**config.mk**
```make
export PLATFORM = sky130hd
export DESIGN_NAME = processed_data_collector
export DESIGN_NICKNAME = d
export VERILOG_FILES = /design/src/rtl/processed_data_collector.sv
export SDC_FILE = /design/constraint.sdc
export NUM_CORES = 1
export LEC_CHECK = 0
export CAP_MARGIN = 20
export CORE_MARGIN = 2
export CORE_UTILIZATION = 25
export CTS_BUF_LIST = sky130_fd_sc_hd__clkbuf_16
export CTS_CLUSTER_DIAMETER = 200
export DETAILED_ROUTE_END_ITERATION = 10
export HOLD_SLACK_MARGIN = 0.03
export PLACE_DENSITY = 0.42
export SLEW_MARGIN = 5
export SYNTH_ARGS = -nofsm -noshare
export SYNTH_HDL_FRONTEND = slang
export SYNTH_SLANG_ARGS = --single-unit
export TNS_END_PERCENT = 1
```
**constraint.sdc**
```tcl
create_clock -name clk -period 2.1 [get_ports clk]
set_input_delay 0.21 -clock clk [delete_from_list [all_inputs] [get_ports clk]]
set_output_delay 0.21 -clock clk [all_outputs]
set_load 0.01 [all_outputs]
```
**src/rtl/processed_data_collector.sv**
```systemverilog
// Collector FIFO at the tail of the sensor pipeline: captures valid-only words,
// serves them over ready/valid, and drops and counts words that arrive while full.
module processed_data_collector #(
    parameter int DATA_WIDTH = 16,
    parameter int DEPTH      = 4,
    parameter int CNT_W      = $clog2(DEPTH) + 1
) (
    input  logic                  clk,
    input  logic                  reset,
    input  logic [DATA_WIDTH-1:0] data_in,
    input  logic                  valid_in,
    input  logic                  out_ready,
    input  logic                  clear_overflow,
    output logic [DATA_WIDTH-1:0] out_data,
    output logic                  out_valid,
    output logic [CNT_W-1:0]      level,
    output logic                  overflow,
    output logic [7:0]            drop_count
);

    localparam int PTR_W = $clog2(DEPTH);

    logic [DATA_WIDTH-1:0] mem_q [DEPTH];
    logic [PTR_W-1:0]      wr_ptr_q, wr_ptr_d;
    logic [PTR_W-1:0]      rd_ptr_q, rd_ptr_d;
    logic [CNT_W-1:0]      level_q, level_d;
    logic                  overflow_q, overflow_d;
    logic [7:0]            drop_count_q, drop_count_d;

    logic full, pop, push, drop;

    // A pop in the same cycle frees a slot, so a full FIFO still accepts the incoming word.
    assign full = (level_q == CNT_W'(DEPTH));
    assign pop  = (level_q != '0) && out_ready;
    assign push = valid_in && (!full || pop);
    assign drop = valid_in && full && !pop;

    always_comb begin
        wr_ptr_d     = wr_ptr_q;
        rd_ptr_d     = rd_ptr_q;
        level_d      = level_q;
        overflow_d   = overflow_q;
        drop_count_d = drop_count_q;

        if (push) begin
            wr_ptr_d = wr_ptr_q + PTR_W'(1);
        end
        if (pop) begin
            rd_ptr_d = rd_ptr_q + PTR_W'(1);
        end

        case ({push, pop})
            2'b10:   level_d = level_q + CNT_W'(1);
            2'b01:   level_d = level_q - CNT_W'(1);
            default: level_d = level_q;
        endcase

        // A drop coinciding with a clear counts as the first drop after the clear.
        if (drop) begin
            overflow_d = 1'b1;
            if (clear_overflow) begin
                drop_count_d = 8'd1;
            end else if (drop_count_q != 8'hFF) begin
                drop_count_d = drop_count_q + 8'd1;
            end
        end else if (clear_overflow) begin
            overflow_d   = 1'b0;
            drop_count_d = 8'd0;
        end
    end

    always_ff @(posedge clk or negedge reset) begin
        if (!reset) begin
            wr_ptr_q     <= '0;
            rd_ptr_q     <= '0;
            level_q      <= '0;
            overflow_q   <= 1'b0;
            drop_count_q <= 8'd0;
        end else begin
            wr_ptr_q     <= wr_ptr_d;
            rd_ptr_q     <= rd_ptr_d;
            level_q      <= level_d;
            overflow_q   <= overflow_d;
            drop_count_q <= drop_count_d;
        end
    end

    always_ff @(posedge clk or negedge reset) begin
        if (!reset) begin
            for (int i = 0; i < DEPTH; i++) begin
                mem_q[i] <= '0;
            end
        end else if (push) begin
            mem_q[wr_ptr_q] <= data_in;
        end
    end

    assign out_data   = mem_q[rd_ptr_q];
    assign out_valid  = (level_q != '0);
    assign level      = level_q;
    assign overflow   = overflow_q;
    assign drop_count = drop_count_q;

endmodule
```
==> metrics.txt, run 1 <==
Placeable Area 15300 um^2; number of instances in the placed design 503; total clock buffers created by CTS 9; Port Buffer Count 49; ratio of final minimum period to clock period 93.7%; Total Nets Final 332; part of the Yosys area used for sequential elements 51.3%; Final Routed Wirelength 8280 um; LEAKAGE 2.18 nW; Register-to-Register Setup Slack 0.14 ns; r2r startpoint level[1]; Root Driver sky130_fd_sc_hd__clkbuf_16; library cell contributing the largest single delay on the critical path sky130_fd_sc_hd__mux4_2; Ys Warns 0; antenna diode instance count 0; Final Non-Filler Cells 520; detailed-routing wirelength on met1 3890 um; insertion delay of the later-clocked pin in the worst-skew pair 0.34 ns; buffer depth of the longest clock path 2; most frequent cell after synthesis sky130_fd_sc_hd__dfrtp_1; worst slew slack as a fraction of its limit 69.3%; Crit Reg-Reg Endpoint level[2]; std cell rows 45; share of final-layout standard cells stronger than drive strength 1 38.8%; CTS tree yes; relative area change from synthesis to final layout 26.4%; global router's overall resource usage 11.0%; Slew Limit Fails 0; Die Span X 129 um; DRT Pass-1 Iters 4; type of the worst setup path reg2out; cell area after synthesis 3900 um^2; ranking of synthesized cells by area sky130_fd_sc_hd__dfrtp_1 51%, sky130_fd_sc_hd__mux2_4 15%, sky130_fd_sc_hd__mux4_2 9.2%; die area 16600 um^2; Avg Cell Area, Syn 16.2 um^2; synthesized netlist cell count 241; detailed route wirelength on metal2 3870 um; final weighted congestion of routability-driven global placement 0.688; pin count of the biggest net entering global routing 33; Power Dens Cells 1490 nW/um^2; Setup Fix Bufs, Post-CTS 0; height of the chip 129 um; Routed WL per cell 15.9 um; met3 routed wirelength 421 um; number of enable-type register cells in the synthesized netlist 0; number of nets with antenna violations after detailed routing 0; share of synthesized registers carrying an async set or reset 100%; final critical path time including I/O delays and setup 1.97 ns; max_cap viols 0; Setup crit end kind output port; syn nets 269; via count of the first global-routing pass 2426; Final Hold Violating Endpoints 0; final-layout worst hold slack 0.374 ns; register clock-pin slew on the reported worst setup and hold paths 0.06 ns; global-route wire length before repair 13800 um; Max Fanout on Critical Path 8; clock skew 0.00819 ns; crit-path cells buf_6, mux4_2, dlygate4sd2_1; longest individual stage delay on the worst path 0.53 ns; Buf/Inv on CP 2; Arrival @ worst endpoint 1.76 ns; Top Layer Used met4; number of cell instances on the worst register-to-register path 8; Initial Utilization 25.6%; maximum clock frequency 508 MHz; Hold WC Path Type in2async; number of distinct standard cells referenced by the synthesized netlist 35; Setup crit start kind register; leading register cell type out of synthesis sky130_fd_sc_hd__dfrtp_1; top cells by instance count after synthesis 80 x sky130_fd_sc_hd__dfrtp_1, 40 x sky130_fd_sc_hd__mux2_4, 25 x sky130_fd_sc_hd__mux2_2, 16 x sky130_fd_sc_hd__mux4_2, 8 x sky130_fd_sc_hd__inv_1; largest vdd supply drop 592 uV; Worst path top cell family by delay multiplexers; H-tree levels 3; outcome complete, no violations; total via count after detailed routing 2198; slew at the pin closest to its max-slew limit 0.460 ns; number of ports placed on the die boundary 50; total of flip-flops plus latches after synthesis 80; Clock Sink Count 80; share of the synthesized area in the top cell type 51.3%; grt total ovfl 0; final routed DRC violation total 0; sum of net half-perimeters after detailed placement 5360 um; detailed-route vias per instance 4.23; setup repair after global routing missed its margin false; Crit path required time 1.89 ns; library cell occupying the most area in the post-synthesis netlist sky130_fd_sc_hd__dfrtp_1; starting DRC count in detailed routing 54; fillcell total 1521; final-report setup violation count 0; number of antenna violations at the first check in global routing 0
==> cells by family after synthesis <==
kind of cell	share of synthesized area, %
flops	51.3
buf+inv	3.65
simple gates	6.31
mux	32.6
xor+xnor	1.35
compound gates	2.40
fa+ha+maj	2.44
==> through the flow <==
stage | setup slack, ns | instance area (um^2) | TNS (ns) | utilization, % | power, mW
after floorplan | -0.0335 | 3920 | -0.0335 | - | 5.01
after global placement | 0.0166 | 4680 | 0 | 30.6 | 6.24
after detailed placement | -0.0638 | 4680 | -0.0638 | 30.6 | 6.29
after CTS | 0.0867 | 4940 | 0 | 32.3 | 7.54
after global routing | 0.0339 | 4940 | 0 | 32.3 | 7.87
final | 0.131 | 4940 | 0 | 32.3 | 7.37
==> cells in the final DEF (no fill, tap or decap), types with 3 or more instances in the layout <==
cell	synthesis	layout
sky130_fd_sc_hd__mux2_2	25	25
sky130_fd_sc_hd__xor2_1	3	3
sky130_fd_sc_hd__buf_4	0	10
sky130_fd_sc_hd__a21oi_1	5	5
sky130_fd_sc_hd__nor2_1	4	4
sky130_fd_sc_hd__mux4_2	16	16
sky130_fd_sc_hd__dlygate4sd2_1	0	16
sky130_fd_sc_hd__o21ai_0	5	5
sky130_fd_sc_hd__mux2i_1	3	3
sky130_fd_sc_hd__dfrtp_1	80	79
sky130_fd_sc_hd__nand2_1	6	6
sky130_fd_sc_hd__clkbuf_16	0	9
sky130_fd_sc_hd__clkdlybuf4s50_1	0	32
sky130_fd_sc_hd__or3_1	4	4
sky130_fd_sc_hd__nand3_1	3	3
sky130_fd_sc_hd__ha_1	6	5
sky130_fd_sc_hd__nand2_8	4	4
sky130_fd_sc_hd__mux2_4	40	40
sky130_fd_sc_hd__xnor2_1	3	3
sky130_fd_sc_hd__inv_1	8	9
==> power by group <==
part | total (mW) | switching, mW | internal, mW | leakage, nW
logic | 3.28 | 1.24 | 2.04 | 1.08
registers | 2.68 | 0.412 | 2.26 | 0.965
clock network | 1.41 | 0.624 | 0.790 | 0.135
total | 7.37 | 2.28 | 5.09 | 2.18
==> cell type report <==
class | instances | area [um^2] | share of cell area, %
inverters | 8 | 30.0 | 0.608
clock buffers | 9 | 225 | 4.56
repair buffers | 62 | 597 | 12.1
well taps | 211 | 264 | 5.35
multi-input cells | 143 | 1780 | 36.0
flip-flops and latches | 80 | 2000 | 40.6
clock inverters | 7 | 41.3 | 0.837
==> sequential cells by signal, indices dropped and copies added (netlist names) <==
signal	flops
mem_q	64
drop_count	8
level	3
rd_ptr_q	2
wr_ptr_q	2
overflow	1
==> metal layers <==
layer	track usage, %	up-vias
met2	17.0	45
met4	3.26	0
met5	0	-
li1	-	1005
met1	14.8	1138
met3	3.83	10
==> what timing repair did <==
item	4_1_cts	5_1_grt
hold endpoints to repair	29	0
endpoints found under the setup margin	16	0
gates resized for setup	17	0
hold buffers	1	0
==> worst max-delay path by stage <==
stage                     start          end  cells after the start
finish              rd_ptr_q[0]  out_data[4]                      3
floorplan              level[1]     level[2]                     10
detailed placement    out_ready     level[2]                     10
global route        rd_ptr_q[0]  out_data[1]                      3
global placement      out_ready     level[2]                     10
CTS                 rd_ptr_q[0]  out_data[4]                      3
Note: power is estimated with default switching activity, not from simulation.
==> run 2: changes to the inputs <==
--- a/config.mk
+++ b/config.mk
@@ -7,12 +7,12 @@
 export LEC_CHECK = 0
 export CAP_MARGIN = 20
 export CORE_MARGIN = 2
-export CORE_UTILIZATION = 25
+export CORE_UTILIZATION = 45
 export CTS_BUF_LIST = sky130_fd_sc_hd__clkbuf_16
 export CTS_CLUSTER_DIAMETER = 200
 export DETAILED_ROUTE_END_ITERATION = 10
 export HOLD_SLACK_MARGIN = 0.03
-export PLACE_DENSITY = 0.42
+export PLACE_DENSITY = 0.68
 export SLEW_MARGIN = 5
 export SYNTH_ARGS = -nofsm -noshare
 export SYNTH_HDL_FRONTEND = slang
==> run 2 against run 1 <==
  * Final area is 3.3% lower
  * Flip-flop and latch count stayed put
  * Sequential share of layout area is 1.4 points higher
  * Utilization is 25 points higher
  * Critical path depth is 5 higher
  * Critical endpoint is now level[2]
  * Largest cell class unchanged
  * Highest routed layer unchanged
==> metrics.txt, run 2 (synthesis gave the netlist of run 1 again) <==
Power Dens Cells 1540 nW/um^2; Arrival @ worst endpoint 2.17 ns; Die Span X 97.2 um; Clock Sink Count 80; register ranked first by flip-flop count mem_q; longest individual stage delay on the worst path 0.45 ns; slew at the pin closest to its max-slew limit 0.418 ns; Slew Limit Fails 0; number of ports placed on the die boundary 50; die area 9440 um^2; buffer depth of the longest clock path 2; global-route wire length before repair 12200 um; final-report setup violation count 0; sw frac 29.7%; leading cell type in the layout, fill and taps excluded sky130_fd_sc_hd__dfrtp_1; Root Driver sky130_fd_sc_hd__clkbuf_16; max_cap viols 0; via count of the first global-routing pass 2322; Final Non-Filler Cells 408; clock skew 0.00533 ns; crit-path cells or3_1, and2_1, ha_4, inv_1, fa_2, xor2_1, nor2_1, xor2_1; Max Fanout on Critical Path 5; Initial Utilization 47.1%; starting DRC count in detailed routing 49; global router's overall resource usage 16.6%; Post-Place Cell Area 4510 um^2; TNS Setup 0 ns; met1 capacity usage during global routing 23.3%; share of final-layout standard cells stronger than drive strength 1 37.6%; type of the worst setup path reg2reg; Setup crit start kind register; Register Area 2000 um^2; final routed DRC violation total 0; number of nets with antenna violations after detailed routing 0; fillcell total 666; Hold WC Path Type in2async; path length in cells of the critical path 8; Setup crit end kind register; max FFs per register 64; number of instances in the placed design 392; LEAKAGE 2.16 nW; final cell area excluding filler cells 4770 um^2; grt total ovfl 0; Port Buffer Count 49; Final Hold Violating Endpoints 0; height of the chip 97.2 um; antenna diode instance count 0; busiest layer in global routing met2; sum of net half-perimeters after detailed placement 4520 um; register clock-pin slew on the reported worst setup and hold paths 0.05 ns; Total Nets Final 327; H-tree levels 3; share of power burned in registers 36.3%; setup repair after global routing missed its margin false; Routed WL per cell 17.3 um; most used cells in the layout excluding fill and tap cells 79 x sky130_fd_sc_hd__dfrtp_1, 40 x sky130_fd_sc_hd__mux2_4, 32 x sky130_fd_sc_hd__clkdlybuf4s50_1; DRT Pass-1 Iters 3; final critical path time including I/O delays and setup 1.96 ns; Worst path top cell family by delay simple AND/OR/NAND/NOR gates; design internal power 5.18 mW; setup ws final 0.138 ns; total clock buffers created by CTS 9; share of power burned in the clock network 20.0%; Crit path required time 2.31 ns; multi-input combinational cell area 1780 um^2; insertion delay of the later-clocked pin in the worst-skew pair 0.33 ns; detailed-route vias per instance 5.24; worst slew slack as a fraction of its limit 72.1%; Placeable Area 8300 um^2; final-layout worst hold slack 0.364 ns; Buf/Inv on CP 1; net switching power 2.19 mW; total via count after detailed routing 2137; ratio of final minimum period to clock period 93.5%; setup slack after placement -0.0535 ns; Final Routed Wirelength 7080 um; pin count of the biggest net entering global routing 51; total power draw 7.36 mW; library cell contributing the largest single delay on the critical path sky130_fd_sc_hd__dfrtp_1; met3 routing resource usage after global routing 5.11%; routing usage on met2 25.2%; power share of the combinational group 43.7%; post-layout utilization of the core 57.5%; Most Frequent Cell on Critical Path sky130_fd_sc_hd__xor2_1; largest vdd supply drop 466 uV; maximum clock frequency 510 MHz; number of cell instances on the worst register-to-register path 8; number of antenna violations at the first check in global routing 0; final weighted congestion of routability-driven global placement 0.744; relative area change from synthesis to final layout 22.3%; outcome complete, no violations; CTS tree yes; std cell rows 33
==> run 2: cell count changes in the layout (fill, tap and decap cells not counted) <==
| cell | delta |
|---|---|
| sky130_fd_sc_hd__buf_4 | -4 |
| sky130_fd_sc_hd__bufinv_16 | +1 |
| sky130_fd_sc_hd__clkinv_4 | -2 |
| sky130_fd_sc_hd__buf_6 | -1 |
==> run 2: power by group through the flow <==
| stage | Sequential (mW) | Combinational, mW | Clock, mW |
|---|---|---|---|
| 6_report | 2.67 | 3.22 | 1.47 |
| 5_1_grt | 2.76 | 3.48 | 1.58 |
| 4_1_cts | 2.68 | 3.28 | 1.52 |
| 3_5_place_dp | 2.68 | 3.50 | 0 |
| 3_3_place_gp | 2.66 | 3.44 | 0 |
| 2_1_floorplan | 2.57 | 2.45 | 0 |
==> run 2: path summary, 6_finish.rpt <==
path,start,endpoint,slack [ns]
worst max-delay path,level[0],level[2],0.14
worst max register to register,level[0],level[2],0.14
max in group asynchronous,reset,drop_count[5],1.15
worst min-delay path,reset,mem_q[61],0.36
worst min register to register,mem_q[15],mem_q[15],0.50
min in group clk,mem_q[15],mem_q[15],0.50
==> run 2: cell type report <==
| class | count | share of cell area, % |
|---|---|---|
| repair buffers | 57 | 11.6 |
| flip-flops and latches | 80 | 42.0 |
| inverters | 8 | 0.629 |
| well taps | 105 | 2.75 |
| multi-input cells | 143 | 37.2 |
| clock buffers | 9 | 4.72 |
| clock inverters | 6 | 1.13 |
==> run 2: timing repair <==
item                                   CTS  global route
buffers inserted                         0             0
setup endpoints to repair               16             0
gates resized for setup                 16             0
hold buffers                             1             0
endpoints found under the hold margin   30             0
==> run 2: metal layers <==
layer / vias to the layer above / routed length, um
li1: 990 / -
met3: 8 / 257
met5: - / 0
met4: 0 / 87
met2: 39 / 3360
met1: 1100 / 3370
==> run 3: changes to the inputs <==
--- a/config.mk
+++ b/config.mk
@@ -11,8 +11,8 @@
 export CTS_BUF_LIST = sky130_fd_sc_hd__clkbuf_16
 export CTS_CLUSTER_DIAMETER = 200
 export DETAILED_ROUTE_END_ITERATION = 10
-export HOLD_SLACK_MARGIN = 0.03
-export PLACE_DENSITY = 0.68
+export HOLD_SLACK_MARGIN = 0.12
+export PLACE_DENSITY = 0.65
 export SLEW_MARGIN = 5
 export SYNTH_ARGS = -nofsm -noshare
 export SYNTH_HDL_FRONTEND = slang
==> constraint.sdc (replaced) <==
create_clock -name clk -period 2.25 [get_ports clk]
set_input_delay 0.225 -clock clk [delete_from_list [all_inputs] [get_ports clk]]
set_output_delay 0.225 -clock clk [all_outputs]
set_load 0.01 [all_outputs]
==> run 3 against run 2 <==
  * Combinational power about the same
  * Register-to-register slack better by 0.10 ns
  * Die area stayed put
  * Clock power fell by 4%
  * Highest routed layer unchanged
  * Final area up 0.34%
  * Flip-flop and latch count unchanged
==> metrics.txt, run 3 (synthesis gave the netlist of run 1 again) <==
leading cell type in the layout, fill and taps excluded sky130_fd_sc_hd__dfrtp_1; fillcell total 678; share of final-layout standard cells stronger than drive strength 1 36.7%; number of instances in the placed design 393; Arrival @ worst endpoint 1.93 ns; final-report setup violation count 0; ratio of final minimum period to clock period 95.9%; sum of net half-perimeters after detailed placement 4470 um; insertion delay of the later-clocked pin in the worst-skew pair 0.33 ns; longest individual stage delay on the worst path 0.54 ns; Clock Sink Count 80; Final Non-Filler Cells 410; final routed DRC violation total 0; Buf/Inv on CP 2; CTS tree yes; TNS Setup 0 ns; worst slew slack as a fraction of its limit 67.7%; Setup crit start kind register; total via count after detailed routing 2153; max_cap viols 0; most used cells in the layout excluding fill and tap cells 80 x sky130_fd_sc_hd__dfrtp_1, 48 x sky130_fd_sc_hd__clkdlybuf4s50_1, 40 x sky130_fd_sc_hd__mux2_4; Total Nets Final 328; clock skew 0.00510 ns; register clock-pin slew on the reported worst setup and hold paths 0.06 ns; Final Routed Wirelength 7060 um; LEAKAGE 2.13 nW; outcome complete, no violations; Slew Limit Fails 0; final-layout worst hold slack 0.394 ns; post-layout utilization of the core 57.7%; height of the chip 97.2 um; Final Hold Violating Endpoints 0; setup repair after global routing missed its margin false; relative area change from synthesis to final layout 22.7%; number of antenna violations at the first check in global routing 0; Worst path top cell family by delay buffers and inverters; Routed WL per cell 17.2 um; Hold WC Path Type in2async; final critical path time including I/O delays and setup 2.16 ns; pin count of the biggest net entering global routing 46; crit-path cells buf_6, mux4_2, clkdlybuf4s50_1; Port Buffer Count 49; Initial Utilization 47.1%; library cell contributing the largest single delay on the critical path sky130_fd_sc_hd__mux4_2; maximum clock frequency 463 MHz; buffer depth of the longest clock path 2; final weighted congestion of routability-driven global placement 0.798; H-tree levels 3; Die Span X 97.2 um; number of nets with antenna violations after detailed routing 0; Placeable Area 8300 um^2; die area 9440 um^2; slew at the pin closest to its max-slew limit 0.485 ns; antenna diode instance count 0; starting DRC count in detailed routing 49; Power Dens Cells 1480 nW/um^2; DRT Pass-1 Iters 4; total clock buffers created by CTS 9; Crit path required time 2.03 ns; global router's overall resource usage 16.5%; via count of the first global-routing pass 2267; number of ports placed on the die boundary 50; grt total ovfl 0; global-route wire length before repair 12100 um; final cell area excluding filler cells 4790 um^2; max FFs per register 64; register ranked first by flip-flop count mem_q; std cell rows 33; Setup crit end kind output port; detailed-route vias per instance 5.25; Root Driver sky130_fd_sc_hd__clkbuf_16; largest vdd supply drop 753 uV; Post-Place Cell Area 4480 um^2; type of the worst setup path reg2out; Max Fanout on Critical Path 9
-- run 3: cell count changes in the layout (fill, tap and decap cells not counted), moves of 2 or more --
cell / change
sky130_fd_sc_hd__clkdlybuf4s50_1: +16
sky130_fd_sc_hd__clkinvlp_4: +2
sky130_fd_sc_hd__dlygate4sd2_1: -16
sky130_fd_sc_hd__buf_6: +2
-- run 3: per-stage QoR --
step / setup slack [ns] / power, mW
after floorplan: 0.0318 / 4.66
after global placement: 0.135 / 5.67
after detailed placement: 0.0742 / 5.74
after CTS: 0.0609 / 7.20
after global routing: 0.0123 / 7.55
final: 0.0914 / 7.10
-- run 3: routing by layer --
layer  part of all wire [%]  vias up  GRT usage (%)
met3                    4.5        7           5.04
met5                      0        -              0
met1                     48     1115           23.6
met2                     46       42           24.4
li1                       -      989              -
met4                    1.2        0           5.20
-- run 3: cell type report --
class                      instances  area (um^2)  share of cell area (%)
clock buffer                       9          225                    4.70
clock inverter                     7         63.8                    1.33
inverter                           8         30.0                   0.627
multi-input combinational        143         1760                    36.7
sequential                        80         2000                    41.8
tap                              105          131                    2.74
timing repair buffer              58          578                    12.1
-- run 3: worst paths after layout --
| path | startpoint | to | slack, ns | cells after the start |
|---|---|---|---|---|
| min | reset | mem_q[44] | 0.39 | 2 |
| max | rd_ptr_q[0] | out_data[6] | 0.09 | 3 |
| min in group clk | mem_q[23] | mem_q[23] | 0.50 | 1 |
| max in group asynchronous | reset | mem_q[2] | 1.24 | 3 |
| min reg2reg | mem_q[23] | mem_q[23] | 0.50 | 1 |
| max reg2reg | level[0] | level[2] | 0.24 | 8 |
-- run 3: what timing repair did --
item / 4_1_cts / 5_1_grt
buffers inserted: 0 / 0
endpoints found under the hold margin: 35 / 0
resized for setup: 0 / 2
hold buffers: 1 / 0
endpoints found under the setup margin: 0 / 1
-- run 3: power by group --
part / internal, mW / switching [mW]
logic: 2.08 / 1.14
registers: 2.11 / 0.367
clock network: 0.847 / 0.561
